### src/rtl/window_max_tracker_pkg.sv
// Shared constants and width helpers for the sliding-window peak detector.
// The sum width is derived here so the top level and the window sub-module agree.
package window_max_tracker_pkg;

  localparam int TIE_EARLIER    = 0;
  localparam int TIE_LATEST_KEY = 1;

  function automatic int clog2(input int value);
    int result;
    int rem;
    result = 0;
    rem    = value - 1;
    while (rem > 0) begin
      result = result + 1;
      rem    = rem >> 1;
    end
    return result;
  endfunction

  // A full window of all-ones samples needs log2(window) extra bits.
  function automatic int sum_width(input int n_data, input int window);
    return n_data + clog2(window);
  endfunction

endpackage

### src/rtl/window_sum.sv
// Circular sample buffer with a running sum over the last WINDOW accepted samples.
// new_sum/full_next describe the sample on the inputs now; cur_sum/window_full are registered.
module window_sum
  import window_max_tracker_pkg::*;
#(
  parameter  int N_DATA = 2,
  parameter  int WINDOW = 8,
  localparam int SUM_W  = sum_width(N_DATA, WINDOW),
  localparam int PTR_W  = clog2(WINDOW),
  localparam int CNT_W  = PTR_W + 1
) (
  input  logic              clk,
  input  logic              reset,
  input  logic              clear,
  input  logic              in_valid,
  input  logic [N_DATA-1:0] data,
  output logic [SUM_W-1:0]  new_sum,
  output logic              full_next,
  output logic [SUM_W-1:0]  cur_sum,
  output logic              window_full
);

  localparam logic [CNT_W-1:0] FULL_CNT = CNT_W'(WINDOW);

  logic [N_DATA-1:0] samples [WINDOW];
  logic [PTR_W-1:0]  wr_ptr;
  logic [CNT_W-1:0]  cnt;
  logic [N_DATA-1:0] evicted;

  // Until the buffer has wrapped, the slot under wr_ptr holds stale data and must not be subtracted.
  always_comb begin
    evicted   = (cnt == FULL_CNT) ? samples[wr_ptr] : '0;
    new_sum   = cur_sum + SUM_W'(data) - SUM_W'(evicted);
    full_next = (cnt == FULL_CNT) || (cnt == FULL_CNT - CNT_W'(1));
  end

  // NOTE: the sample memory has no reset; cnt gates every read of it, so stale contents are harmless.
  always_ff @(posedge clk) begin
    if (in_valid && !clear) begin
      samples[wr_ptr] <= data;
    end
  end

  always_ff @(posedge clk or negedge reset) begin
    if (!reset) begin
      wr_ptr      <= '0;
      cnt         <= '0;
      cur_sum     <= '0;
      window_full <= 1'b0;
    end else if (clear) begin
      wr_ptr      <= '0;
      cnt         <= '0;
      cur_sum     <= '0;
      window_full <= 1'b0;
    end else if (in_valid) begin
      wr_ptr  <= wr_ptr + PTR_W'(1);
      cur_sum <= new_sum;
      if (cnt != FULL_CNT) begin
        cnt <= cnt + CNT_W'(1);
      end
      if (full_next) begin
        window_full <= 1'b1;
      end
    end
  end

endmodule

### src/rtl/window_max_tracker.sv
// Sliding-window peak detector: tracks the largest full-window sum and the key of the
// sample that completed it, with a one-cycle max_update pulse on every max write.
module window_max_tracker
  import window_max_tracker_pkg::*;
#(
  parameter  int N_DATA     = 2,
  parameter  int N_KEY      = 16,
  parameter  int WINDOW     = 8,
  parameter  int TIE_LATEST = TIE_EARLIER,
  localparam int SUM_W      = sum_width(N_DATA, WINDOW)
) (
  input  logic              clk,
  input  logic              reset,
  input  logic              clear,
  input  logic              in_valid,
  input  logic [N_DATA-1:0] data,
  input  logic [N_KEY-1:0]  key,
  input  logic              enable,
  output logic              window_full,
  output logic [SUM_W-1:0]  cur_sum,
  output logic              max_valid,
  output logic [SUM_W-1:0]  max_sum,
  output logic [N_KEY-1:0]  max_key,
  output logic              max_update
);

  logic [SUM_W-1:0] new_sum;
  logic             full_next;
  logic             take;

  window_sum #(
    .N_DATA (N_DATA),
    .WINDOW (WINDOW)
  ) u_window_sum (
    .clk         (clk),
    .reset       (reset),
    .clear       (clear),
    .in_valid    (in_valid),
    .data        (data),
    .new_sum     (new_sum),
    .full_next   (full_next),
    .cur_sum     (cur_sum),
    .window_full (window_full)
  );

  // An invalid max always loses, so the first full window wins even with a zero sum.
  always_comb begin
    take = in_valid && enable && full_next &&
           (!max_valid || (new_sum > max_sum) ||
            ((TIE_LATEST == TIE_LATEST_KEY) && (new_sum == max_sum)));
  end

  // NOTE: state registers use non-blocking assignments so every flop samples pre-edge values.
  always_ff @(posedge clk or negedge reset) begin
    if (!reset) begin
      max_valid  <= 1'b0;
      max_sum    <= '0;
      max_key    <= '0;
      max_update <= 1'b0;
    end else if (clear) begin
      max_valid  <= 1'b0;
      max_sum    <= '0;
      max_key    <= '0;
      max_update <= 1'b0;
    end else begin
      max_update <= take;
      if (take) begin
        max_valid <= 1'b1;
        max_sum   <= new_sum;
        max_key   <= key;
      end
    end
  end

endmodule

### config.mk
export PLATFORM = sky130hd
export DESIGN_NAME = window_max_tracker
export DESIGN_NICKNAME = d
export VERILOG_FILES = /design/src/rtl/window_max_tracker_pkg.sv /design/src/rtl/window_sum.sv /design/src/rtl/window_max_tracker.sv
export SDC_FILE = /design/constraint.sdc
export NUM_CORES = 1
export LEC_CHECK = 0
export ABC_AREA = 1
export BUFFER_PORTS_ARGS = -buffer_cell sky130_fd_sc_hd__buf_2
export CORE_ASPECT_RATIO = 2
export CORE_MARGIN = 4
export CORE_UTILIZATION = 59
export DETAILED_ROUTE_END_ITERATION = 8
export PLACE_DENSITY = 0.91
export SLEW_MARGIN = 20
export SYNTH_ARGS = -nofsm -noshare
export SYNTH_HDL_FRONTEND = slang
export SYNTH_SLANG_ARGS = --single-unit
### constraint.sdc
create_clock -name clk -period 6.6 [get_ports clk]
set_input_delay 0 -clock clk [delete_from_list [all_inputs] [get_ports clk]]
set_output_delay 0 -clock clk [all_outputs]
set_load 0.005 [all_outputs]
# --- Word level (Yosys, flattened, before mapping) ---
# Memory sizes are Yosys's and may differ from the RTL's.
# Cells that the tools add are included.
word_totals:
  input_bits: 23
  output_inout_bits: 29
  memories: 1
  ff_bits: 36
  ramBits: 16
memory_table:
  columns: ["name", "depth", "width", "rd", "rd_ports_with_merged_regs", "wr", "line", "text"]
  rows:
  - ["u_window_sum.samples", 8, 2, 1, 0, 1, "window_sum.sv:25", "logic [N_DATA-1:0] samples [WINDOW];"]
classes:
  reduce_logical: 14
  muxes: 20
  n_addsub: 4
  n_eq_ne: 3
  magnitude_cmp: 1
op_table:
  columns: ["op", "count"]
  rows:
  - ["$mux 16", 2]
  - ["$mux 5", 4]
  - ["$mux 4", 3]
  - ["$mux 1", 8]
  - ["$reduce_bool 2->1", 4]
  - ["$mux 3", 2]
  - ["$add 5x2->5", 1]
  - ["$gt 5x5->1", 1]
  - ["$sub 5x2->5", 1]
  - ["$add 4x1->4 const B", 1]
  - ["$eq 4x3->1 const B", 1]
  - ["$eq 4x4->1 const B", 1]
  - ["$logic_and 1x1->1", 4]
  - ["$ne 4x4->1 const B", 1]
  - ["$reduce_and 2->1", 2]
  - ["$add 3x1->3 const B", 1]
  - ["$logic_not 1->1", 2]
  - ["$logic_or 1x1->1", 2]
  - ["$mux 2", 1]

# --- Logic depth before layout (Yosys ltp) ---
# Gate-level depths: netlist of the first run.
depth:
  word_depth: 8
  depth_mapped: 26
  ltp_nobuf: 25

# --- Modules after synthesis ---
# From an unflattened synthesis of the first run, not the netlist that was laid out.
unflattened:
  cells_unflattened: 297
  area_unflattened_um2: 2847.7
modules_own_cells:
  columns: ["mod", "area_each_um2", "cells_per_inst", "instances"]
  rows:
  - ["window_sum", 1515.2, 170, 1]
  - ["window_max_tracker", 1332.5, 127, 1]

# --- Least setup slack after synthesis of the first run ---
# Ideal clock, no wire load.
synth_timing:
  path_type: "flip-flop to flip-flop"
  start: "reg u_window_sum.cnt[0]"
  end: "reg max_sum[0]"
  t_required_ns: 6.483
  stages_incl_launch_ff: 23
  arrival_time_ns: 3.266
  period_less_slack_ns: 3.383
  setup_slack_ns: 3.217
  setup_time_ns: 0.117
  n_path_buf: 1
  path_cell_list: "dfrtp_1 -> inv_1 -> ha_1 -> nand2_1 -> nor2_2 -> nand2_1 -> a21oi_1 -> fa_1 -> fa_1 -> nand3b_1 -> nand3_1 -> nand2_1 -> ha_1 -> nand2_1 -> nor2_1 -> nand2_1 -> nand3_1 -> nand2_1 -> nand2_2 -> nand2_4 -> buf_6 -> nand3_2 -> nand2_1"
synth_between:
  elab_chain_cells: 7
  word_cells_on_any_way: 12
synth_lines:
  columns: ["element", "line", "text"]
  rows:
  - ["from (decl)", "window_sum.sv:27", "logic [CNT_W-1:0] cnt;"]
  - ["from (signal assigned)", "window_sum.sv:59", "cnt <= cnt + CNT_W'(1);"]
  - ["$eq 4x4->1", "window_sum.sv:32, window_sum.sv:34", null]
  - ["$mux 2", "window_sum.sv:32", "evicted = (cnt == FULL_CNT) ? samples[wr_ptr] : '0;"]
  - ["$sub 5x2->5", "window_sum.sv:33", "new_sum = cur_sum + SUM_W'(data) - SUM_W'(evicted);"]
  - ["$gt 5x5->1", "window_max_tracker.sv:49", "(!max_valid || (new_sum > max_sum) ||"]
  - ["$logic_or 1x1->1", "window_max_tracker.sv:49", null]
  - ["$logic_and 1x1->1", "window_max_tracker.sv:48", "take = in_valid && enable && full_next &&"]
  - ["$reduce_bool 2->1 (no source line)", null, null]
  - ["to (signal assigned)", "window_max_tracker.sv:69", "max_sum <= new_sum;"]
  - ["to (decl)", "window_max_tracker.sv:22", "output logic [SUM_W-1:0] max_sum,"]
# Parallel ways exist; a longest one is shown, timed or not. The select of a mux whose other input is x is not followed.
# A chain may end at the register's enable or synchronous reset.

# --- Worst setup path in the final report of the first run ---
layout_timing:
  start: "reg u_window_sum.wr_ptr[2]"
  end: "reg max_key[0]"
layout_between:
  elab_chain_cells: 7
layout_lines:
  columns: ["element", "line", "text"]
  rows:
  - ["from (decl)", "window_sum.sv:26", "logic [PTR_W-1:0] wr_ptr;"]
  - ["from (signal assigned)", "window_sum.sv:56", "wr_ptr <= wr_ptr + PTR_W'(1);"]
  - ["$mem_v2 8x2", null, null]
  - ["$mux 2", "window_sum.sv:32", null]
  - ["$sub 5x2->5", "window_sum.sv:33", null]
  - ["$gt 5x5->1", "window_max_tracker.sv:49", null]
  - ["$logic_or 1x1->1", "window_max_tracker.sv:49", null]
  - ["$logic_and 1x1->1", "window_max_tracker.sv:48", null]
  - ["$reduce_bool 2->1 (no source line)", null, null]
  - ["to (signal assigned)", "window_max_tracker.sv:70", "max_key <= key;"]
  - ["to (decl)", "window_max_tracker.sv:23", "output logic [N_KEY-1:0] max_key,"]
# Every way passes these cells.

==> flow_summary.yaml, run 1 <==
final_layout:
  layout-drive-gt1-share_pct: 24.86
  antenna_cells: 0
  final_common_cell: "buf_2"
  layout.nets: 387
  stdcell_area_sq_um: 3277
  area_growth_pct: 19.92
  stdcell_count: 404
  layout_common_cells: "buf_2 (51), nand2_1 (50), dfrtp_1 (36), inv_1 (35), nor2_1 (24)"
  fin_util_pct: 74.07
synth:
  syn_avg_cell_area_sq_um: 9.690
  synthesis.nets: 320
  netlist-cell-type-count: 25
  synth_seq_cells: 52
  yosys_warnings: 0
  synth_area_sq_um: 2733
  seq_area_frac_synth_pct: 50.55
  syn_inst: 282
detailed_routing:
  wl_mm: 6.418
  drc: 0
  drt_iter0_drc: 118
  post_drt_wl_per_cell_um: 15.89
  avgViaCountPerCell: 5.634
  vias: 2276
  dr.pass1.iters: 4
  ant_nets: 0
grt:
  use_met2_pct: 44.97
  gr-total-overflow: 0
  grt_use_total_pct: 23.87
  grt_util_met3_pct: 4.348
  antenna_found_initial: 0
  met1_usage_pct: 24.59
  top_usage_layer: "met2"
  grt_pass1_vias: 2406
  grt_max_degree: 43
  grt_pass1_wl_mm: 11.01
critical_path:
  criticalPathCategory: "flop to flop"
  path_buf_inv: 1
  crit_slowest_cell: "fa_1"
  path_max_fanout: 22
  crit_top_cell: "nand2_1"
  cp.required_ns: 6.81
  rrSetupSlack_ns: 2.28
  cp_cell_sequence: "inv_1 > nor2_1 > nand2_1 > nand4_1 > nand2_1 > a21oi_1 > fa_1 > fa_1 > nand3b_1 > nand3_1 > nand2_1 > ha_1 > nand2_1 > nor2_1 > nand2_1 > nand3_1 > nand2_1 > nand2_2 > nand2_4 > nand3_1 > nand2_1"
  worst_path_dominant_cell_family: "simple AND/OR/NAND/NOR gates"
  cp.arrival_ns: 4.52
  worst_setup_path_end_kind: "flop"
  max_stage_delay_ns: 0.50
  critical_path.startpoint_type: "flop"
timing:
  timing.final.crit_share_pct: 65.42
  finalSetupViolCount: 0
  setup_tns_ns: 0
  fin_skew_ns: 0.01127
  rsz0062_at_grt: "no"
  finalHoldViolations: 0
  worst_pin_slew_ns: 0.7932
  max_freq_ghz: 0.2316
  slew_violations: 0
  slew_headroom_pct: 47.12
  fin_crit_ns: 4.318
min_path:
  hp-class: "input port to flop"
cts:
  htreeDepth: 2
  cts_max_path_buffers: 2
  insertion_delay_ns: 0.31
  cts_sinks: 52
  cts_resized: 0
  post-cts-setup-buffer-count: 0
  clk_pin_slew_ns: 0.09
  cts-root-buf: "clkbuf_8"
  cts_tree: "done"
  cts_made_buffers: 5
  cts_hold_buffers: 19
power:
  ir_worst_vdd_mv: 0.1658
  power.leakage_nw: 1.629
  total_power_mw: 0.7100
  cellPowerDensity_nw_per_um2: 216.7
floorplan:
  core-area_sq_um: 4424
  start_util_pct: 61.76
  top_level_ports: 52
  die_area_sq_um: 5850
  die_y_um: 104.2
  rows: 34
  fp.dieW_um: 56.12
placed_design:
  place_area_sq_um: 2975
  placed_cells: 377
  portBuffers: 51
  gp_routability_congestion: 0.8916
  dp_hpwl_mm: 4.430
flow_run:
  maxCapViolCount: 0
outcome:
  status: "completed"
[state kept, by name, indices dropped and copies added (netlist names)]
signal                    cells
max_sum                       5
u_window_sum.window_full      1
u_window_sum.samples         16
u_window_sum.cnt              4
u_window_sum.wr_ptr           3
max_update                    1
u_window_sum.cur_sum          5
max_valid                     1
max_key                      16
[synthesized netlist by cell type (all sizes together)]
| library cell | instances | area share, % |
|---|---|---|
| ha | 13 | 6.0 |
| nand3b | 1 | 0.27 |
| fa | 2 | 1.5 |
| nor2 | 28 | 4.7 |
| a21oi | 11 | 2.0 |
| nand4 | 23 | 5.3 |
| o21ai | 14 | 2.6 |
| edfxtp | 16 | 18 |
| nand3 | 31 | 9.2 |
| o211ai | 1 | 0.27 |
| dfrtp | 36 | 33 |
| nand2 | 54 | 8.3 |
| buf | 11 | 3.2 |
| a21o | 1 | 0.27 |
| xnor2 | 1 | 0.32 |
| o22ai | 3 | 0.69 |
| inv | 36 | 4.9 |
[report_power, final]
part / leakage, nW / switching (mW) / internal [mW]
logic: 0.932 / 0.0885 / 0.0577
registers: 0.642 / 0.00678 / 0.340
clock network: 0.0558 / 0.104 / 0.112
[cell families (layout without fill, tap and decap cells)]
| family | count (synthesis) | count (layout) | share of synthesized area [%] |
|---|---|---|---|
| simple gates | 137 | 137 | 27.75 |
| flops | 52 | 52 | 50.55 |
| buf+inv | 47 | 115 | 8.150 |
| compound gates | 30 | 30 | 5.815 |
| fa+ha+maj | 15 | 15 | 7.418 |
| xor+xnor | 1 | 1 | 0.3206 |
[metal layers]
| metal | part of all wire, % | vias to the layer above |
|---|---|---|
| li1 | - | 1078 |
| met1 | 35 | 1093 |
| met2 | 57 | 86 |
| met3 | 4.9 | 19 |
| met4 | 3.1 | 0 |
| met5 | 0 | - |
[stage by stage]
| step | hold WS, ns | setup slack [ns] |
|---|---|---|
| after floorplan | -0.2956 | 3.217 |
| after global placement | 0.1213 | 2.545 |
| after detailed placement | 0.1201 | 2.398 |
| after CTS | 0.002091 | 2.337 |
| after global routing | 0.01007 | 1.994 |
| final | 0.01237 | 2.282 |
[final timing paths]
check / from / end / cells past startpoint
setup / recovery: u_window_sum.wr_ptr[2] / max_key[0] / 21
hold / removal: data[1] / u_window_sum.samples[3][1] / 1
setup reg to reg: u_window_sum.wr_ptr[2] / max_key[0] / 21
hold reg to reg: max_key[15] / max_key[15] / 2
max in group asynchronous: reset / u_window_sum.cnt[2] / 2
min in group asynchronous: reset / max_key[15] / 2
[worst reg2reg max path, stage by stage (launching register included)]
cell	delay, ns
dfrtp_1	0.40
inv_1	0.09
nor2_1	0.22
nand2_1	0.14
nand4_1	0.13
nand2_1	0.07
a21oi_1	0.19
fa_1	0.50
fa_1	0.48
nand3b_1	0.20
nand3_1	0.11
nand2_1	0.09
ha_1	0.31
nand2_1	0.07
nor2_1	0.13
nand2_1	0.07
nand3_1	0.08
nand2_1	0.07
nand2_2	0.33
nand2_4	0.32
nand3_1	0.16
nand2_1	0.06
[layout make-up]
type | count | area, sq um
Tap cell | 54 | 67.56
Inverter | 36 | 135.1
Fill cell | 307 | 1147
Sequential cell | 52 | 1381
Multi-Input combinational cell | 183 | 1129
Clock inverter | 3 | 42.54
Timing Repair Buffer | 71 | 452.9
Clock buffer | 5 | 68.82
Note: power is estimated with default switching activity, not from simulation.
==> run 2: changes to the inputs <==
Settings changed: CORE_UTILIZATION 59 to 50, PLACE_DENSITY 0.91 to 0.83.
Clock period 6.6 ns to 3.6 ns, I/O delays scaled along.
==> run 2 against run 1 <==
Effect of this change:
- critical path depth is the same
- largest power group unchanged
- clock power grew 57%
- worst hold slack lost 0.0019 ns
- die area grew 16%
- via count grew 6.8%
- critical endpoint is now max_key[8]
- fmax grew 21%
- critical path type unchanged
- non-clock buffer count grew 43
- first-iteration DRC count shrank 17%
- register-to-register slack lost 2.2 ns
- routed wire length grew 12%
- combinational power grew 140%
- largest cell class unchanged
- global-route usage shrank 0.67 points
==> flow_summary.yaml, run 2 (synthesized netlist as in run 1, its figures left out) <==
min_path:
  hp-class: "input port to flop"
  hp-start: "data[0]"
  hold_depth: 1
  hold_path_end: "u_window_sum.samples[3][0]"
grt:
  gr-total-overflow: 0
  grt_pass1_wl_mm: 11.86
  grt_max_degree: 44
  grt_pass1_vias: 2585
  antenna_found_initial: 0
  grt_use_total_pct: 23.20
critical_path:
  rrSetupSlack_ns: 0.03
  critical_path.startpoint_type: "flop"
  cp.required_ns: 3.86
  cp-startpoint: "u_window_sum.wr_ptr[1]"
  criticalPathCategory: "flop to flop"
  rr_startpoint: "u_window_sum.wr_ptr[1]"
  cp.arrival_ns: 3.82
  path_max_fanout: 21
  r2r-end: "max_key[8]"
  rr_worst_depth: 21
  worst_setup_path_end_kind: "flop"
timing:
  max_freq_ghz: 0.2805
  slew_violations: 0
  slew_headroom_pct: 45.31
  rsz0062_at_grt: "yes"
  finalSetupViolCount: 0
  fin_crit_ns: 3.565
  worst_pin_slew_ns: 0.8204
  finalHoldViolations: 0
  fin_skew_ns: 0.01013
  timing.final.crit_share_pct: 99.03
cts:
  htreeDepth: 2
  cts_sinks: 52
  cts_tree: "done"
  cts_max_path_buffers: 2
  insertion_delay_ns: 0.32
  cts-root-buf: "clkbuf_8"
  cts_made_buffers: 5
  clk_pin_slew_ns: 0.10
flow_run:
  maxCapViolCount: 0
placed_design:
  place_area_sq_um: 3123
  gp_routability_congestion: 0.9014
  dp_hpwl_mm: 4.544
  portBuffers: 51
floorplan:
  die_y_um: 112.6
  fp.dieW_um: 60.28
  die_area_sq_um: 6784
  top_level_ports: 52
  rows: 37
  start_util_pct: 52.24
  core-area_sq_um: 5231
final_layout:
  antenna_cells: 0
  reg_top3: "max_key: 16 flops, u_window_sum.samples: 16 flops"
  area_growth_pct: 36.86
  final_common_cell: "buf_2"
  layout-drive-gt1-share_pct: 39.44
  multi_input_area_sq_um: 1231
  layout.nets: 430
  seq_area_sq_um: 1384
  layout_common_cells: "buf_2 (51), nand2_1 (47), buf_4 (39), dfrtp_1 (34), inv_1 (29)"
  fin_util_pct: 71.49
  stdcell_area_sq_um: 3740
  fillers: 365
power:
  cellPowerDensity_nw_per_um2: 356.5
  ir_worst_vdd_mv: 0.4001
  power.leakage_nw: 1.833
detailed_routing:
  drc: 0
  post_drt_wl_per_cell_um: 16.00
  ant_nets: 0
  dr.pass1.iters: 5
  vias: 2430
  avgViaCountPerCell: 5.388
  drt_iter0_drc: 98
  wl_mm: 7.218
outcome:
  status: "completed"
## run 2: power by group
group | internal [mW] | leakage, nW | switching [mW] | total, mW
sequential | 0.624 | 0.638 | 0.0130 | 0.637
combinational | 0.160 | 1.15 | 0.195 | 0.355
clock | 0.138 | 0.0445 | 0.202 | 0.340
total | 0.923 | 1.83 | 0.410 | 1.33
## run 2: worst max-delay path by stage
stage | end | slack [ns]
after CTS | max_key[1] | 0.01
after global routing | max_sum[0] | -0.20
after global placement | max_key[1] | -0.02
after detailed placement | max_key[1] | -0.16
final | max_key[8] | 0.03
after floorplan | max_sum[0] | 0.22
## run 2: metrics by stage
step / setup WS (ns) / instances / hold WS [ns] / TNS [ns] / power, mW
after floorplan: 0.2174 / 282 / -0.2956 / 0 / 0.8168
after global placement: -0.01597 / 395 / 0.1278 / -0.06635 / 0.9122
after detailed placement: -0.1612 / 395 / 0.1450 / -2.826 / 0.9222
after CTS: 0.01031 / 450 / 0.01164 / 0 / 1.287
after global routing: -0.2037 / 451 / 0.01368 / -3.874 / 1.409
final: 0.03488 / 451 / 0.01043 / 0 / 1.333
## run 2: cell type report
type	count	area share [%]
clock buffer	5	1.840
inverter	36	3.613
tap	58	1.940
clock inverter	3	0.5688
sequential	52	37.00
timing repair buffer	114	22.11
multi-input combinational	183	32.92
## run 2: layer usage
layer | routed length [um] | share of wire [%] | global-route usage, % | up-vias
met1 | 2597 | 36 | 23.80 | 1162
met5 | 0 | 0 | 0 | -
met4 | 199 | 2.8 | 10.21 | 0
met2 | 4111 | 57 | 42.12 | 79
li1 | - | - | - | 1170
met3 | 310 | 4.3 | 5.409 | 19
## run 2: critical path, cell delays in order (launching register included)
cell	delay, ns
dfrtp_2	0.48
nand2_2	0.10
inv_2	0.05
nand2_1	0.07
nand2_1	0.08
a21oi_1	0.17
a21oi_2	0.09
fa_1	0.50
fa_2	0.42
nand3b_1	0.20
nand3_1	0.10
nand2_2	0.08
ha_4	0.29
nand2_4	0.05
nor2_4	0.10
nand2_1	0.06
nand3_1	0.06
nand2_1	0.06
nand2_2	0.09
buf_6	0.20
nand4_1	0.13
nand2_1	0.11
## run 2: repair_timing
action,in CTS,in global routing
gates resized for setup,19,19
endpoints found under the setup margin,22,26
pin swaps,12,18
hold endpoints to repair,62,0
cloned,1,0
buffers inserted,27,2
hold buffers,20,0
